[src/rtl/multdiv_stall_controller_pkg.sv]
// rtl/multdiv_stall_controller_pkg.sv - shared decode constants and mult/div sequencer state encoding
package multdiv_stall_controller_pkg;

  localparam logic [4:0]  ALU_OPCODE = 5'b00000;
  localparam logic [4:0]  MULT_ALUOP = 5'b00110;
  localparam logic [4:0]  DIV_ALUOP  = 5'b00111;
  localparam logic [31:0] NOP_INSN   = 32'h0000_0000;

  typedef enum logic [1:0] {
    MD_IDLE  = 2'd0,
    MD_WAIT  = 2'd1,
    MD_DRAIN = 2'd2
  } md_state_e;

endpackage

[src/rtl/multdiv_stall_controller_md_decode.sv]
// rtl/multdiv_stall_controller_md_decode.sv - combinational multiply/divide instruction detector
module md_decode #(
  parameter logic [4:0] ALU_OPCODE = multdiv_stall_controller_pkg::ALU_OPCODE,
  parameter logic [4:0] MULT_ALUOP = multdiv_stall_controller_pkg::MULT_ALUOP,
  parameter logic [4:0] DIV_ALUOP  = multdiv_stall_controller_pkg::DIV_ALUOP
) (
  input  logic [31:0] insn,
  output logic        is_mult,
  output logic        is_div
);

  logic is_alu;
  logic unused_insn_bits;

  assign is_alu  = (insn[31:27] == ALU_OPCODE);
  assign is_mult = is_alu && (insn[6:2] == MULT_ALUOP);
  assign is_div  = is_alu && (insn[6:2] == DIV_ALUOP);

  // Register and immediate fields play no part in the decision.
  assign unused_insn_bits = ^{insn[26:7], insn[1:0]};

endmodule

[src/rtl/multdiv_stall_controller.sv]
// rtl/multdiv_stall_controller.sv - sequences the multi-cycle mult/div unit and stalls/bubbles the pipeline
module multdiv_stall_controller
  import multdiv_stall_controller_pkg::*;
#(
  parameter logic [4:0] ALU_OPCODE = multdiv_stall_controller_pkg::ALU_OPCODE,
  parameter logic [4:0] MULT_ALUOP = multdiv_stall_controller_pkg::MULT_ALUOP,
  parameter logic [4:0] DIV_ALUOP  = multdiv_stall_controller_pkg::DIV_ALUOP,
  parameter int         TIMEOUT    = 40
) (
  input  logic        clock,
  input  logic        reset,
  input  logic [31:0] ex_insn,
  input  logic        flush,
  input  logic        unit_ready,
  input  logic        unit_exception,
  output logic        ctrl_mult,
  output logic        ctrl_div,
  output logic        stall,
  output logic        xm_bubble,
  output logic        result_sel,
  output logic        exception_out,
  output logic        busy
);

  localparam logic [5:0] CNT_LAST = 6'(TIMEOUT - 1);

  md_state_e  state;
  logic [5:0] cnt;
  logic       is_mult;
  logic       is_div;
  logic       is_md;

  md_decode #(
    .ALU_OPCODE(ALU_OPCODE),
    .MULT_ALUOP(MULT_ALUOP),
    .DIV_ALUOP (DIV_ALUOP)
  ) u_md_decode (
    .insn   (ex_insn),
    .is_mult(is_mult),
    .is_div (is_div)
  );

  assign is_md = is_mult || is_div;

  always_ff @(posedge clock) begin
    if (!reset) begin
      state <= MD_IDLE;
      cnt   <= '0;
    end else begin
      case (state)
        MD_IDLE: begin
          if (is_md && !flush) begin
            state <= MD_WAIT;
            cnt   <= '0;
          end
        end
        MD_WAIT: begin
          // flush wins over ready, ready wins over timeout
          if (flush)                 state <= MD_DRAIN;
          else if (unit_ready)       state <= MD_IDLE;
          else if (cnt == CNT_LAST)  state <= MD_DRAIN;
          else                       cnt   <= cnt + 6'd1;
        end
        MD_DRAIN: begin
          if (unit_ready) state <= MD_IDLE;
        end
        default: state <= MD_IDLE;
      endcase
    end
  end

  always_comb begin
    ctrl_mult     = 1'b0;
    ctrl_div      = 1'b0;
    stall         = 1'b0;
    xm_bubble     = 1'b0;
    result_sel    = 1'b0;
    exception_out = 1'b0;
    busy          = 1'b0;
    if (reset) begin
      busy = (state != MD_IDLE);
      case (state)
        MD_IDLE: begin
          if (is_md && !flush) begin
            ctrl_mult = is_mult;
            ctrl_div  = is_div;
            stall     = 1'b1;
            xm_bubble = 1'b1;
          end
        end
        MD_WAIT: begin
          if (flush) begin
            xm_bubble = 1'b1;
          end else if (unit_ready) begin
            result_sel    = 1'b1;
            exception_out = unit_exception;
          end else if (cnt == CNT_LAST) begin
            result_sel    = 1'b1;
            exception_out = 1'b1;
          end else begin
            stall     = 1'b1;
            xm_bubble = 1'b1;
          end
        end
        MD_DRAIN: begin
          // A waiting mult/div is held until the abandoned op finishes.
          if (is_md) begin
            stall     = 1'b1;
            xm_bubble = 1'b1;
          end
        end
        default: ;
      endcase
    end
  end

endmodule

[config.mk]
export PLATFORM = sky130hd
export DESIGN_NAME = multdiv_stall_controller
export DESIGN_NICKNAME = d
export VERILOG_FILES = /design/src/rtl/multdiv_stall_controller_pkg.sv /design/src/rtl/multdiv_stall_controller_md_decode.sv /design/src/rtl/multdiv_stall_controller.sv
export SDC_FILE = /design/constraint.sdc
export NUM_CORES = 1
export LEC_CHECK = 0
export BUFFER_PORTS_ARGS = -buffer_cell sky130_fd_sc_hd__clkbuf_2
export CAP_MARGIN = 10
export CORE_MARGIN = 5
export CORE_UTILIZATION = 38
export DETAILED_ROUTE_END_ITERATION = 10
export PLACE_DENSITY = 0.77
export SLEW_MARGIN = 0
export SYNTH_ARGS = -nofsm -noshare
export SYNTH_HDL_FRONTEND = slang
export SYNTH_SLANG_ARGS = --single-unit
[constraint.sdc]
create_clock -name clock -period 2.06 [get_ports clock]
set_input_delay 0.309 -clock clock [delete_from_list [all_inputs] [get_ports clock]]
set_output_delay 0.309 -clock clock [all_outputs]
set_load 0.05 [all_outputs]
==> results.cfg <==
[run_status]
outcome = finished with violations
violations = setup timing

[route]
via_count = 683
via_per_inst = 5.69
drtAntennaViolNets = 0
dr.pass1.iters = 4
drt_iter0_markers = 10
drt_wl_total_um = 1730
post_drt_wl_per_cell_um = 14.4
drcViolationCount = 0

[placed_design]
dpl.cell_count = 115
port_buffers = 21
dp_slack_ns = -0.374
hpwl_um = 1130
place_congestion = 0.803

[logic_synthesis]
ys_async_sr_fraction_pct = 0
yosys-mux-area-fraction_pct = 3.54
netlist_instances = 72
ys.flop_type = dfxtp_1
ys_types = 36
synth_compound_area_share_pct = 23.9
synth_commonest_cells = nand2_1, dfxtp_1, nor2_1
ys_ff_latch = 8
yosysSeqAreaShare_pct = 28.3
post-synth-top-area-fraction_pct = 28.3
synth_area_per_cell_um2 = 7.85
synth_nets = 110
yosys_warnings = 0
synthSimpleGateAreaFrac_pct = 36.7
syn_area_um2 = 566
synth_most_common_cell = nand2_1
synthXorXnorAreaFrac_pct = 0
synth_top_family_by_area = simple AND/OR/NAND/NOR gates
synth_largest_area_cell = dfxtp_1
yosys.area_share.adder_pct = 2.21
synth-edff-count = 0
synth_area_leaders = dfxtp_1, nand2_1, nor2_1, mux2i_1, o21ai_0

[sta]
hold_viol = 0
setup_viol = 1
slew_headroom_pct = 79.5
setup_ws_ns = -0.0122
drv_slew = 0
rsz0062_at_grt = true
fin_worst_skew_ns = 0.000912
min_period_ns = 2.07
whs_ns = 0.423
fmax_mhz = 483
tightest_slew_ns = 0.305
fin_crit_sh_pct = 101

[worst_setup_path]
path_buf_inv = 1
cp-end-kind = primary output
crit_arrival_ns = 1.76
path_class = reg2out
crit_end = stall
slowest_delay_ns = 0.36
startpoint_type = flip-flop
crit_slowest_cell = dfxtp_2
crit_chain = ha_4, nor4bb_4, and2_4, o21bai_4, o211a_4, buf_8
cp_max_fo = 3
reg2reg_slack_ns = 0.26
cp_data_required_time_ns = 1.75
critical-path-top-delay-family = simple AND/OR/NAND/NOR gates
cp-startpoint = cnt[1]
r2r_cells = 4
cp_num_cells = 6
r2r-start = state[1]
rr_endpoint = cnt[5]

[clock_network]
cts_root_buffer = clkbuf_4
h-tree-depth = 1
clk_pin_slew_ns = 0.06
cts_sinks = 8
cts_tree = done
cts_buffers = 3
insertion_delay_ns = 0.26
clockBufferDepth = 2
cts.hold.buffers_added = 0

[run]
cap_violations = 0

[grt]
grt_antenna_before_repair = 0
grt_max_degree = 13
track_usage_pct = 14.0
grt_pass1_wl_um = 2710
grt-ovfl-total = 0
first_global_vias = 611

[power_and_ir_drop]
ir_drop_mv = 0.259
cellLeakagePower_uw = 0.000387
powerDensity_mw_per_mm2 = 343

[hold_path]
hp-class = in2reg
whs_path_depth = 3

[layout]
drive_gt1_share_pct = 55.8
final_cells = 120
fin_nets = 144
area_delta_synth_final_pct = 67.0
diodes = 0

[floorplan]
initial_core_util_pct = 38.9
io_pins = 44
die_w_um = 48.6
die_area_mm2 = 0.00236
num_rows = 14
die_y_um = 48.6
core_area_mm2 = 0.00145
## layout make-up
cell class | count | area [um2]
Inverter | 3 | 11.3
Clock buffer | 3 | 22.5
Timing Repair Buffer | 32 | 219
Multi-Input combinational cell | 58 | 508
Sequential cell | 8 | 164
Tap cell | 16 | 20.0
Fill cell | 127 | 509
## logic make-up after synthesis
kind of cell,count (synthesis)
simple gates,37
compound gates,18
mux,2
fa+ha+maj,1
flops,8
buf+inv,6
## worst register-to-register path, stage by stage, from the launching register on
cell,delay [ns]
dfxtp_1,0.34
or4b_4,0.58
a211o_1,0.33
o41a_1,0.43
o21ai_2,0.06
## layer usage
layer | vias up | track usage, % | share of wire [%]
met2 | 28 | 22.6 | 50
met1 | 314 | 16.6 | 39
met4 | 0 | 5.38 | 1.7
met3 | 4 | 5.21 | 8.9
met5 | - | 0 | 0
li1 | 337 | - | -
## metrics by stage
step                total power [uW]  TNS [ns]  instance area, um2  util (%)
floorplan                        176    -0.214                 617         -
global placement                 194     -1.03                 791      54.4
detailed placement               195     -1.04                 791      54.4
CTS                              322   -0.0164                 878      60.4
global route                     338    -0.227                 945      65.0
finish                           324   -0.0122                 945      65.0
## power by group
part	switching [uW]	internal (uW)
clock	59.4	67.1
combinational	24.2	18.7
sequential	0.0331	155
## worst min path at each step
| stage | slack (ns) | end | startpoint |
|---|---|---|---|
| 6_report | 0.42 | cnt[2] | reset |
| 5_1_grt | 0.45 | cnt[2] | reset |
| 4_1_cts | 0.42 | cnt[2] | reset |
| 3_5_place_dp | 0.47 | cnt[1] | cnt[1] |
| 3_3_place_gp | 0.46 | cnt[1] | cnt[1] |
| 2_1_floorplan | 0.45 | cnt[4] | cnt[4] |
## cell usage in the layout (no fill, tap or decap), types with 2 or more instances in the layout
cell type and instances:
dfxtp_2 3, or4b_4 2, nand3_1 3, buf_4 12, nand2b_1 2, nand2_1 9, nor3_4 2, clkbuf_4 4
clkbuf_2 15, nor2_1 4, o21ai_0 3, a31oi_1 2, mux2i_1 2, inv_1 3, buf_8 2, dfxtp_1 5
## flip-flops by register name, summed over array words and instances, names as in the netlist
register,flops
cnt,6
state,2
## repair_timing
item | CTS | global route
endpoints found under the setup margin | 6 | 5
gates resized for setup | 15 | 18
setup buffers | 0 | 2
pin swaps | 3 | 7
No activity file was read; power rests on OpenSTA's default activity.
